<file path="src/rtl/seq_divider_pkg.sv">
// seq_divider_pkg: shared definitions for the sequential signed divider.
//   STATE_W  - width of the FSM state register
//   state_t  - FSM state encoding (IDLE=0, SHIFT=1, SUB=2, FIXUP=3)
package seq_divider_pkg;

  localparam int STATE_W = 2;

  typedef enum logic [STATE_W-1:0] {
    IDLE  = 2'd0,
    SHIFT = 2'd1,
    SUB   = 2'd2,
    FIXUP = 2'd3
  } state_t;

endpackage

</file>
<file path="src/rtl/div_abs_neg.sv">
// div_abs_neg: combinational conditional two's-complement negate.
// Used as |x| when neg is tied to the sign bit, and as the sign fixup
// of quotient/remainder at the end of a division.
//   val [W-1:0] : input value
//   neg         : 1 = negate, 0 = pass through
//   res [W-1:0] : result
module div_abs_neg #(
  parameter int W = 9
) (
  input  logic [W-1:0] val,
  input  logic         neg,
  output logic [W-1:0] res
);

  assign res = neg ? (~val + W'(1)) : val;

endmodule

</file>
<file path="src/rtl/seq_divider.sv">
// seq_divider: sequential signed restoring divider, one quotient bit per
// SHIFT/SUB pair, constant latency of 2N+1 cycles from i_start to o_finish.
// Truncates toward zero; remainder carries the sign of the dividend.
// Divide by zero returns quotient all ones, remainder = dividend, flag set.
//   i_clk, i_rst_n (sync, active-low)
//   i_start, i_dividend[N-1:0], i_divisor[N-1:0]   : request
//   o_quotient, o_remainder, o_div_by_zero, o_finish : registered result
// Optional: define SEQ_DIVIDER_FORMAL_EN to compile internal assertions.
module seq_divider
  import seq_divider_pkg::*;
#(
  parameter int N = 8
) (
  input  logic         i_clk,
  input  logic         i_rst_n,
  input  logic         i_start,
  input  logic [N-1:0] i_dividend,
  input  logic [N-1:0] i_divisor,
  output logic [N-1:0] o_quotient,
  output logic [N-1:0] o_remainder,
  output logic         o_div_by_zero,
  output logic         o_finish
);

  localparam int W     = N + 1;
  localparam int CNT_W = (N > 2) ? $clog2(N) : 1;
  localparam logic [CNT_W-1:0] CNT_INIT = CNT_W'(N - 1);

  state_t           state;
  logic [CNT_W-1:0] cnt;
  logic [N-1:0]     quo;
  logic [W-1:0]     rem;
  logic [W-1:0]     dvs;
  logic             dvd_neg, dvs_neg, dvs_zero;

  logic [W-1:0]     dvd_abs, dvs_abs, quo_fix, rem_fix;
  logic [W:0]       diff;
  logic             unused_bits;

  // Operand magnitudes at N+1 bits so |-2^(N-1)| is exact.
  div_abs_neg #(.W(W)) u_dvd_abs (
    .val ({i_dividend[N-1], i_dividend}),
    .neg (i_dividend[N-1]),
    .res (dvd_abs)
  );

  div_abs_neg #(.W(W)) u_dvs_abs (
    .val ({i_divisor[N-1], i_divisor}),
    .neg (i_divisor[N-1]),
    .res (dvs_abs)
  );

  div_abs_neg #(.W(W)) u_quo_fix (
    .val ({1'b0, quo}),
    .neg (dvd_neg ^ dvs_neg),
    .res (quo_fix)
  );

  div_abs_neg #(.W(W)) u_rem_fix (
    .val (rem),
    .neg (dvd_neg),
    .res (rem_fix)
  );

  // Extra bit gives the borrow: diff[W]=1 means rem < divisor.
  assign diff = {1'b0, rem} - {1'b0, dvs};

  // Magnitudes never exceed 2^(N-1), so the top bits carry no information
  // once results are truncated back to N bits.
  assign unused_bits = ^{dvd_abs[N], quo_fix[N], rem_fix[N]};

  always_ff @(posedge i_clk) begin
    if (!i_rst_n) begin
      state         <= IDLE;
      cnt           <= '0;
      quo           <= '0;
      rem           <= '0;
      dvs           <= '0;
      dvd_neg       <= 1'b0;
      dvs_neg       <= 1'b0;
      dvs_zero      <= 1'b0;
      o_quotient    <= '0;
      o_remainder   <= '0;
      o_div_by_zero <= 1'b0;
      o_finish      <= 1'b0;
    end else begin
      o_finish <= 1'b0;
      case (state)
        IDLE: begin
          if (i_start) begin
            quo      <= dvd_abs[N-1:0];
            dvs      <= dvs_abs;
            rem      <= '0;
            dvd_neg  <= i_dividend[N-1];
            dvs_neg  <= i_divisor[N-1];
            dvs_zero <= (i_divisor == '0);
            cnt      <= CNT_INIT;
            state    <= SHIFT;
          end
        end
        SHIFT: begin
          {rem, quo} <= {rem[W-2:0], quo, 1'b0};
          state      <= SUB;
        end
        SUB: begin
          if (!diff[W]) begin
            rem    <= diff[W-1:0];
            quo[0] <= 1'b1;
          end
          // Hold at zero on the last pass so cnt stays within 0..N-1.
          cnt   <= (cnt == '0) ? '0 : cnt - CNT_W'(1);
          state <= (cnt == '0) ? FIXUP : SHIFT;
        end
        FIXUP: begin
          // A zero divisor drives every quotient bit to 1 before the sign
          // fixup; force all ones so a negative dividend still reports it.
          o_quotient    <= dvs_zero ? '1 : quo_fix[N-1:0];
          o_remainder   <= rem_fix[N-1:0];
          o_div_by_zero <= dvs_zero;
          o_finish      <= 1'b1;
          state         <= IDLE;
        end
        default: state <= IDLE;
      endcase
    end
  end

`ifdef SEQ_DIVIDER_FORMAL_EN
  logic chk_fixup;

  always_ff @(posedge i_clk) begin
    chk_fixup <= i_rst_n && (state == SUB) && (cnt == '0);
    if (i_rst_n) begin
      assert (state inside {IDLE, SHIFT, SUB, FIXUP});
      if (chk_fixup) assert (state == FIXUP);
      if (o_finish) assert (state == IDLE);
      assert (cnt <= CNT_INIT);
    end
  end
`endif

endmodule

</file>
<file path="config.mk">
export PLATFORM = sky130hd
export DESIGN_NAME = seq_divider
export DESIGN_NICKNAME = d
export VERILOG_FILES = /design/src/rtl/seq_divider_pkg.sv /design/src/rtl/div_abs_neg.sv /design/src/rtl/seq_divider.sv
export SDC_FILE = /design/constraint.sdc
export NUM_CORES = 1
export LEC_CHECK = 0
export ABC_AREA = 1
export BUFFER_PORTS_ARGS = -buffer_cell sky130_fd_sc_hd__buf_2
export CAP_MARGIN = 15
export CORE_ASPECT_RATIO = 1.2
export CORE_MARGIN = 2
export CORE_UTILIZATION = 50
export DETAILED_ROUTE_END_ITERATION = 12
export PLACE_DENSITY = 0.77
export SLEW_MARGIN = 20
export SYNTH_ARGS = -nofsm -noshare
export SYNTH_HDL_FRONTEND = slang
export SYNTH_SLANG_ARGS = --single-unit
</file>
<file path="constraint.sdc">
create_clock -name i_clk -period 2.45 [get_ports i_clk]
set_input_delay 0.49 -clock i_clk [delete_from_list [all_inputs] [get_ports i_clk]]
set_output_delay 0.49 -clock i_clk [all_outputs]
set_load 0.05 [all_outputs]
</file>
==> results of run 1 <==
critical path: stages, from the launching register on:
cell	delay, ns
dfxtp_1	0.36
inv_1	0.10
ha_1	0.50
inv_1	0.31
o32ai_1	0.32
o21ai_0	0.12
a21oi_1	0.12
cells in the mapped netlist, drive strengths merged:
cell | n | area share (%)
xor2 | 9 | 2.4
o22ai | 1 | 0.19
a211oi | 1 | 0.23
fa | 1 | 0.62
buf | 4 | 1.1
o221ai | 3 | 0.82
or2 | 4 | 0.78
a31oi | 4 | 0.78
clkbuf | 11 | 1.3
nor2 | 36 | 5.1
nor3 | 7 | 1.1
inv | 69 | 8.1
o32ai | 1 | 0.27
xnor2 | 3 | 0.82
a21boi | 1 | 0.23
nor4 | 2 | 0.39
o211ai | 7 | 1.6
a221oi | 1 | 0.27
nand3b | 2 | 0.47
nand3 | 21 | 3.4
dfxtp | 52 | 32
a21oi | 48 | 8.3
nand2 | 112 | 14
a21o | 1 | 0.23
o21ai | 41 | 6.6
o31ai | 1 | 0.23
or3 | 1 | 0.19
ha | 19 | 7.4
nand4 | 2 | 0.39
sequential cells by signal (all words and copies together), names as in the netlist:
| signal | count |
|---|---|
| o_div_by_zero | 1 |
| dvs_zero | 1 |
| dvs | 9 |
| o_quotient | 8 |
| rem | 9 |
| o_remainder | 8 |
| state | 2 |
| quo | 8 |
| o_finish | 1 |
| dvs_neg | 1 |
| dvd_neg | 1 |
| cnt | 3 |
final timing paths:
check	start	end	slack, ns	depth (start not counted)
max reg2reg	state[1]	rem[1]	0.56	6
max	state[1]	rem[1]	0.56	6
min reg2reg	dvs[8]	dvs[8]	0.48	2
min	i_divisor[0]	dvs[0]	0.46	3
through the flow:
stage | instance area [µm²] | setup WS [ns]
after global routing | 3540 | 0.295
after global placement | 3450 | 0.611
after CTS | 3540 | 0.570
after detailed placement | 3450 | 0.582
final | 3540 | 0.560
after floorplan | 3220 | 0.743
power by group through the flow:
stage / logic (W) / clock network, W / registers, W
detailed placement: 0.000640 / 0 / 0.000980
CTS: 0.000645 / 0.000516 / 0.000961
global placement: 0.000625 / 0 / 0.000977
finish: 0.000646 / 0.000505 / 0.000961
floorplan: 0.000488 / 0 / 0.00100
global route: 0.000744 / 0.000541 / 0.000969
cell type report:
class	count	area share, %
inverters	69	7.39
clock inverters	2	0.460
repair buffers	39	5.73
multi-input cells	329	51.9
clock buffers	6	2.05
flip-flops and latches	52	29.4
well taps	85	3.01
layer usage:
layer	vias to the layer above	track usage, %	share of wire (%)
met1	1378	24.2	43
met3	14	2.66	2.8
met2	55	39.9	51
li1	1573	-	-
met5	-	0	0
met4	0	9.38	2.6
cells by family after synthesis:
family | after synthesis
DFF | 52
xor gates and xnor gates | 12
AOI/OAI and AO/OA | 110
adders and majority gates | 20
and+or+nand+nor | 187
buffers and inverters | 84
placed cells by master, fill, tap and decap left out, drive strengths merged, types with 3 or more instances in the layout:
cell type	netlist	routed
o211ai	7	7
or2	4	4
a21oi	48	48
clkbuf	11	6
nand2	112	112
inv	69	69
o21ai	41	41
nor3	7	7
xor2	9	9
buf	4	39
ha	19	19
nand3	21	21
a31oi	4	4
o221ai	3	3
xnor2	3	3
nor2	36	36
dfxtp	52	52
==> impl_metrics.ini, run 1 <==
[status]
status = finished, final reports clean

[clocking]
cts.sinks = 52
cts_root_buf = clkbuf_8
clkTransAtPathRegs_ns = 0.10
htree_levels = 2
cts_inserted_buffers = 5
ctsResizeCount = 0
cts_buffer_depth = 2
clkLatencyLatePin_ns = 0.31
cts_tree = yes
cts_hold_buf = 0
post-cts-setup-buffers = 0

[drt]
via_per_inst = 5.19
drt_wl_total_um = 7020
drc_errors = 0
ant_nets = 0
dr_total_vias = 3020
wl_per_cell_um = 12.1
firstDrtPassIters = 4
drt_iter0_drc = 158

[timing]
fin_skew_ns = 0.00823
setup_viol = 0
fin_crit_sh_pct = 77.1
hold_viol = 0
clock.fmax_ghz = 0.529
rsz0062_at_grt = false
min_period_ns = 1.89
tightest_slew_ns = 0.838
fin_setup_tns_ns = 0
drv_slew = 0
holdWs_ns = 0.456
slew-limit-headroom_pct = 44.1

[logic_synthesis]
synthSimpleGateAreaFrac_pct = 26.0
synthCells = 465
synth.ff_latch_count = 52
syn_area_per_cell_um2 = 6.92
yosysWarningCount = 0
syn_area_um2 = 3220
synth_top_family_by_area = simple AND/OR/NAND/NOR gates
synth_fa_ha_area_share_pct = 8.01
synth-xor-area-share_pct = 3.27
muxShareOfSynthArea_pct = 0
seq_area_frac_synth_pct = 32.3
ys_types = 42
synth_nets = 504
synth-compound-area-share_pct = 19.8

[finish]
synthToLayoutAreaGrowth_pct = 9.95
fillers = 640
diodes = 0
multi_input_area_um2 = 1840
drive_above_1_share_pct = 15.7
regArea_um2 = 1040
nNetsFinal = 535
fin_util_pct = 55.9
stdcell_count = 582

[die]
die_w_um = 77.2
core_um2 = 6330
initial_utilization_pct = 50.9
floorplan.die_area_um2 = 7100
io-pin-count = 37
num_rows = 32
die_y_um = 91.9

[power]
power.share.sequential_pct = 45.5
internal_power_w = 0.00133
combPwrFrac_pct = 30.6
p_total_w = 0.00211
vdd_drop_max_v = 0.000409
switching_share_pct = 37.2
switchingPower_w = 0.000786
power.density_nw_per_um2 = 597
leakage_nw = 1.70
clkPwrFrac_pct = 23.9

[grt]
grt_start_max_net_pins = 33
grt_pass1_vias = 2974
antenna_found_initial = 0
grt_use_total_pct = 21.4
grt_pass1_wl_um = 12600
grt.overflow.total = 0

[min_path]
hold_class = input pin to register

[worst_setup_path]
endpoint_kind = register
cp.required_ns = 2.69
start_kind = register
path_max_fanout = 14
crit_type = register to register
worst_ep_arrival_time_ns = 2.13

[placement]
dpl.hpwl_um = 5320
routabilityCongestion = 0.874
dp_cells = 574
io_buffer_count = 36

[job]
cap_violations = 0
Power figures use the tool's default switching activity.
==> run 2, diff against run 1 <==
- ABC_AREA: 1 -> 0
- PLACE_DENSITY: 0.77 -> 0.8
- clock period: 2.45 -> 1.5 ns (I/O delays scaled with it)
==> impl_metrics.ini, run 2 <==
[die]
initial_utilization_pct = 51.3
die_w_um = 75.5
core_um2 = 5970
io-pin-count = 37
num_rows = 31
die_y_um = 89.8
floorplan.die_area_um2 = 6780

[finish]
reg.largest.list = dvs x9, rem x9
fin_util_pct = 71.8
fillers = 448
multi_input_area_um2 = 2190
nNetsFinal = 516
layout_commonest_cell = buf_4
drive_above_1_share_pct = 38.3
synthToLayoutAreaGrowth_pct = 39.9
regArea_um2 = 1060
layout_common_cells = buf_4 (58), nor2_1 (50), dfxtp_1 (39), buf_2 (36), o21ai_0 (28)
diodes = 0
final_area_um2 = 4290

[timing]
rsz0062_at_grt = true
holdWs_ns = 0.268
fin_crit_sh_pct = 137
drv_slew = 0
fin_setup_tns_ns = -4.27
min_period_ns = 2.06
hold_viol = 0
tightest_slew_ns = 0.708
worst_slack_ns = -0.557
clock.fmax_ghz = 0.486
fin_skew_ns = 0.00575
setup_viol = 15
slew-limit-headroom_pct = 52.7

[drt]
dr_total_vias = 3154
ant_nets = 0
drt_iter0_drc = 245
drt_wl_total_um = 8550
firstDrtPassIters = 5
via_per_inst = 5.63
drc_errors = 0
wl_per_cell_um = 15.3

[logic_synthesis]
syn_area_um2 = 3070
synth.ff_latch_count = 52
synth_nets = 424
yosysMostFrequentCell = nor2_1
synth-main-ff-cell = dfxtp_1
yosysWarningCount = 0
seq_area_frac_synth_pct = 33.9
synthCells = 385
syn_area_per_cell_um2 = 7.97
yosys.area.top_type = dfxtp_1
synthTopCellsByArea = dfxtp_1 (34%), ha_1 (7.8%), nor2_1 (6.7%)
synthTopCellsByCount = nor2_1 (55), dfxtp_1 (52), o21ai_0 (34)
ys_types = 45
synth.top_cell.area_share_pct = 33.9
synth-async-reset-ratio_pct = 0
synth_edf_count = 0

[worst_setup_path]
critPathMaxStageDelay_ns = 0.44
worst_ep_arrival_time_ns = 2.30
critPathBufInv = 0
crit_start = rem[1]
cp_slowest_cell = or4_4
path_cells = ha_4, nor2b_4, o31a_1, o32ai_2, xnor2_1, or4_4, a31oi_4
endpoint_kind = register
worstReg2RegStart = rem[1]
crit_type = register to register
path_max_fanout = 4
cp.required_ns = 1.74
start_kind = register
critPathTopFamily = compound AO/OA/AOI/OAI gates

[clocking]
cts_tree = yes
cts_buffer_depth = 2
cts_inserted_buffers = 5
htree_levels = 2
clkLatencyLatePin_ns = 0.32
clkTransAtPathRegs_ns = 0.10
cts.sinks = 52
cts_root_buf = clkbuf_8

[power]
leakage_nw = 1.77
vdd_drop_max_v = 0.00105
power.density_nw_per_um2 = 1230
p_total_w = 0.00529

[job]
cap_violations = 0

[grt]
grt_pass1_vias = 2879
grt_pass1_wl_um = 13300
grt_start_max_net_pins = 38
antenna_found_initial = 0
grt.overflow.total = 0
grt_use_total_pct = 24.7

[status]
status = finished, violations left
violations = setup timing

[min_path]
hold_class = input pin to register
hold_path.startpoint = i_divisor[0]

[placement]
io_buffer_count = 36
dpl.hpwl_um = 5700
routabilityCongestion = 0.898
placed_cell_area_um2 = 3790
[run 2: changes by cell type in the layout (fill, tap and decap cells not counted), sizes merged, moves of 5 or more]
cell | previous run | this run
inv | 69 | 28
o21a | 0 | 6
o31ai | 1 | 7
xor2 | 9 | 19
o21ai | 41 | 36
nor2 | 36 | 55
o211ai | 7 | 0
nor2b | 0 | 6
a21oi | 48 | 26
nand2 | 112 | 23
nand3 | 21 | 8
a211oi | 1 | 18
buf | 39 | 103
mux2i | 0 | 10
[run 2: stage by stage]
| stage | worst slack (ns) | instances |
|---|---|---|
| after floorplan | -0.350 | 385 |
| after global placement | -0.418 | 538 |
| after detailed placement | -0.443 | 538 |
| after CTS | -0.453 | 552 |
| after global routing | -0.639 | 560 |
| final | -0.557 | 560 |
[run 2: path summary, 6_finish.rpt]
kind               endpoint  slack (ns)  cells past startpoint
max                  rem[7]       -0.56                      7
min reg2reg  o_remainder[2]        0.48                      2
min                  dvs[0]        0.27                      3
max reg2reg          rem[7]       -0.56                      7
[run 2: power by group]
group | switching, W | total, W | internal, W
Sequential | 0.000147 | 0.00170 | 0.00155
Combinational | 0.00142 | 0.00273 | 0.00131
Clock | 0.000518 | 0.000862 | 0.000344
[run 2: final cells by class]
class                   instances  share of cell area, %
inverters                      27                   2.42
clock inverters                 3                  0.642
flip-flops and latches         52                   24.8
multi-input cells             288                   51.0
clock buffers                   5                   1.60
well taps                      82                   2.39
repair buffers                103                   17.2
[run 2: logic make-up (layout without fill, tap and decap cells)]
kind of cell | count (synthesis) | after routing | synth area share (%)
AO/OA/AOI/OAI | 119 | 121 | 25.0
adder cells (fa/ha/maj) | 20 | 20 | 8.40
buffers and inverters | 47 | 138 | 5.92
XOR/XNOR | 26 | 26 | 7.43
flip-flops | 52 | 52 | 33.9
multiplexers | 10 | 10 | 3.26
AND/OR/NAND/NOR | 111 | 111 | 16.0
[run 2: timing repair]
action	4_1_cts	5_1_grt
gates cloned	2	0
endpoints found under the setup margin	17	27
buffers inserted	4	11
resized for setup	35	39
pin swaps	16	17
hold buffers	0	0
[run 2: per-layer routing]
metal | vias up | share of wire (%) | wire length, µm | track usage (%)
met5 | - | 0 | 0 | 0
met1 | 1463 | 42 | 3560 | 32.4
li1 | 1539 | - | - | -
met4 | 0 | 2.5 | 215 | 7.89
met3 | 22 | 5.4 | 466 | 3.25
met2 | 130 | 50 | 4320 | 41.1
[run 2: tightest hold or removal path: cells and delay by family]
kind                   cells  cell delay, ns
buffers and inverters      1            0.12
AND/OR/NAND/NOR            1            0.07
AO/OA/AOI/OAI              1            0.06
==> run 3, diff against run 2 <==
- ABC_AREA: 0 -> 1
- CORE_UTILIZATION: 50 -> 53
- PLACE_DENSITY: 0.8 -> 0.83
==> impl_metrics.ini, run 3 (synthesis gave the netlist of run 1 again) <==
[status]
status = finished, violations left
violations = setup timing

[finish]
layout_commonest_cell = nand2_1
final_area_um2 = 4270
fillers = 412
diodes = 0
reg.largest.list = dvs x9, rem x9
regArea_um2 = 1060
drive_above_1_share_pct = 35.6
layout_common_cells = nand2_1 (85), inv_1 (56), buf_4 (48), dfxtp_1 (40), buf_2 (36)
multi_input_area_um2 = 2120
nNetsFinal = 588
stdcell_count = 632
synthToLayoutAreaGrowth_pct = 32.6
fin_util_pct = 71.9

[placement]
io_buffer_count = 36
dpl.hpwl_um = 6250
dp_cells = 616
routabilityCongestion = 0.886
placed_cell_area_um2 = 3870

[min_path]
hold-path-endpoint = dvs[4]
hold_depth = 3
hold_path.startpoint = i_divisor[4]
hold_class = input pin to register

[worst_setup_path]
critPathTopFamily = simple AND/OR/NAND/NOR gates
path_cells = inv_1, ha_1, nand2_1, nor2_1, nand2_1, nand3_2, nand2_2, nand2_4, nand2_8, nor2_8, nand2_1, a21oi_2
rr_worst_depth = 12
crit_top_cell = nand2_1
cp_slowest_cell = dfxtp_2
r2r_end = rem[6]
r2r_slack_ns = -0.18
endpoint_kind = register
critPathMaxStageDelay_ns = 0.36
crit_type = register to register
critPathBufInv = 1
path_max_fanout = 7
crit_start = dvs[1]
worst_ep_arrival_time_ns = 1.96
worstReg2RegStart = dvs[1]
start_kind = register
cp.required_ns = 1.77

[clocking]
cts.sinks = 52
clkLatencyLatePin_ns = 0.33
clkTransAtPathRegs_ns = 0.11
cts_tree = yes
htree_levels = 2
cts_hold_buf = 0
cts_buffer_depth = 2
cts_inserted_buffers = 5
cts_root_buf = clkbuf_8

[die]
core_um2 = 5930
io-pin-count = 37
die_w_um = 75.1
die_y_um = 89.4
num_rows = 31
floorplan.die_area_um2 = 6710
initial_utilization_pct = 54.2

[timing]
clock.fmax_ghz = 0.595
setup_viol = 10
drv_slew = 0
holdWs_ns = 0.287
slew-limit-headroom_pct = 67.6
hold_viol = 0
rsz0062_at_grt = true
worst_slack_ns = -0.182
fin_skew_ns = 0.0186
fin_crit_sh_pct = 112
tightest_slew_ns = 0.485
min_period_ns = 1.68

[drt]
ant_nets = 0
drt_iter0_drc = 277
via_per_inst = 5.47
dr_total_vias = 3454
wl_per_cell_um = 15.0
drc_errors = 0
drt_wl_total_um = 9470
firstDrtPassIters = 5

[power]
leakage_nw = 2.00
vdd_drop_max_v = 0.000630
power.density_nw_per_um2 = 948
p_total_w = 0.00404

[grt]
grt_pass1_vias = 3151
grt.overflow.total = 0
grt_use_total_pct = 26.0
grt_pass1_wl_um = 13500
antenna_found_initial = 0
grt_start_max_net_pins = 33

[job]
cap_violations = 0
run 3: layer usage:
layer	vias to the layer above	GRT usage, %	wire, µm
met5	-	0	0
met4	0	14.8	410
met3	31	3.95	304
met2	103	46.9	5090
met1	1632	28.4	3670
li1	1688	-	-
run 3: cell type report:
type,instances,share of cell area [%]
inverter,69,6.13
clock buffer,6,1.70
timing repair inverter,1,0.176
sequential,52,24.8
clock inverter,2,0.323
multi-input combinational,330,49.8
timing repair buffer,90,14.7
tap,82,2.40
run 3: per-stage QoR:
step                      worst slack [ns]  setup TNS [ns]
final                               -0.182           -1.35
after global routing                -0.289           -2.37
after CTS                           -0.114          -0.895
after detailed placement            -0.151           -1.26
after global placement             -0.0953          -0.722
after floorplan                    -0.0676          -0.113
run 3: worst max-delay path by stage:
stage | endpoint | slack [ns] | depth (start not counted)
2_1_floorplan | rem[6] | -0.07 | 13
5_1_grt | rem[6] | -0.29 | 13
4_1_cts | rem[4] | -0.11 | 12
3_3_place_gp | rem[2] | -0.1 | 12
6_report | rem[6] | -0.18 | 12
3_5_place_dp | rem[4] | -0.15 | 12
run 3: where the power goes:
part	total, W	switching, W	internal [W]
combinational	0.00162	0.000953	0.000665
clock	0.000841	0.000507	0.000334
sequential	0.00158	0.0000930	0.00149
total	0.00404	0.00155	0.00249
run 3: repair_timing:
item	in CTS	in global routing
gates cloned	0	2
gates resized for setup	9	62
pin swaps	6	9
endpoints found under the setup margin	12	30
setup buffers	4	2
run 3: worst min-delay path: stages:
cell,delay (ns)
buf_2,0.10
xor2_1,0.06
a21oi_1,0.10
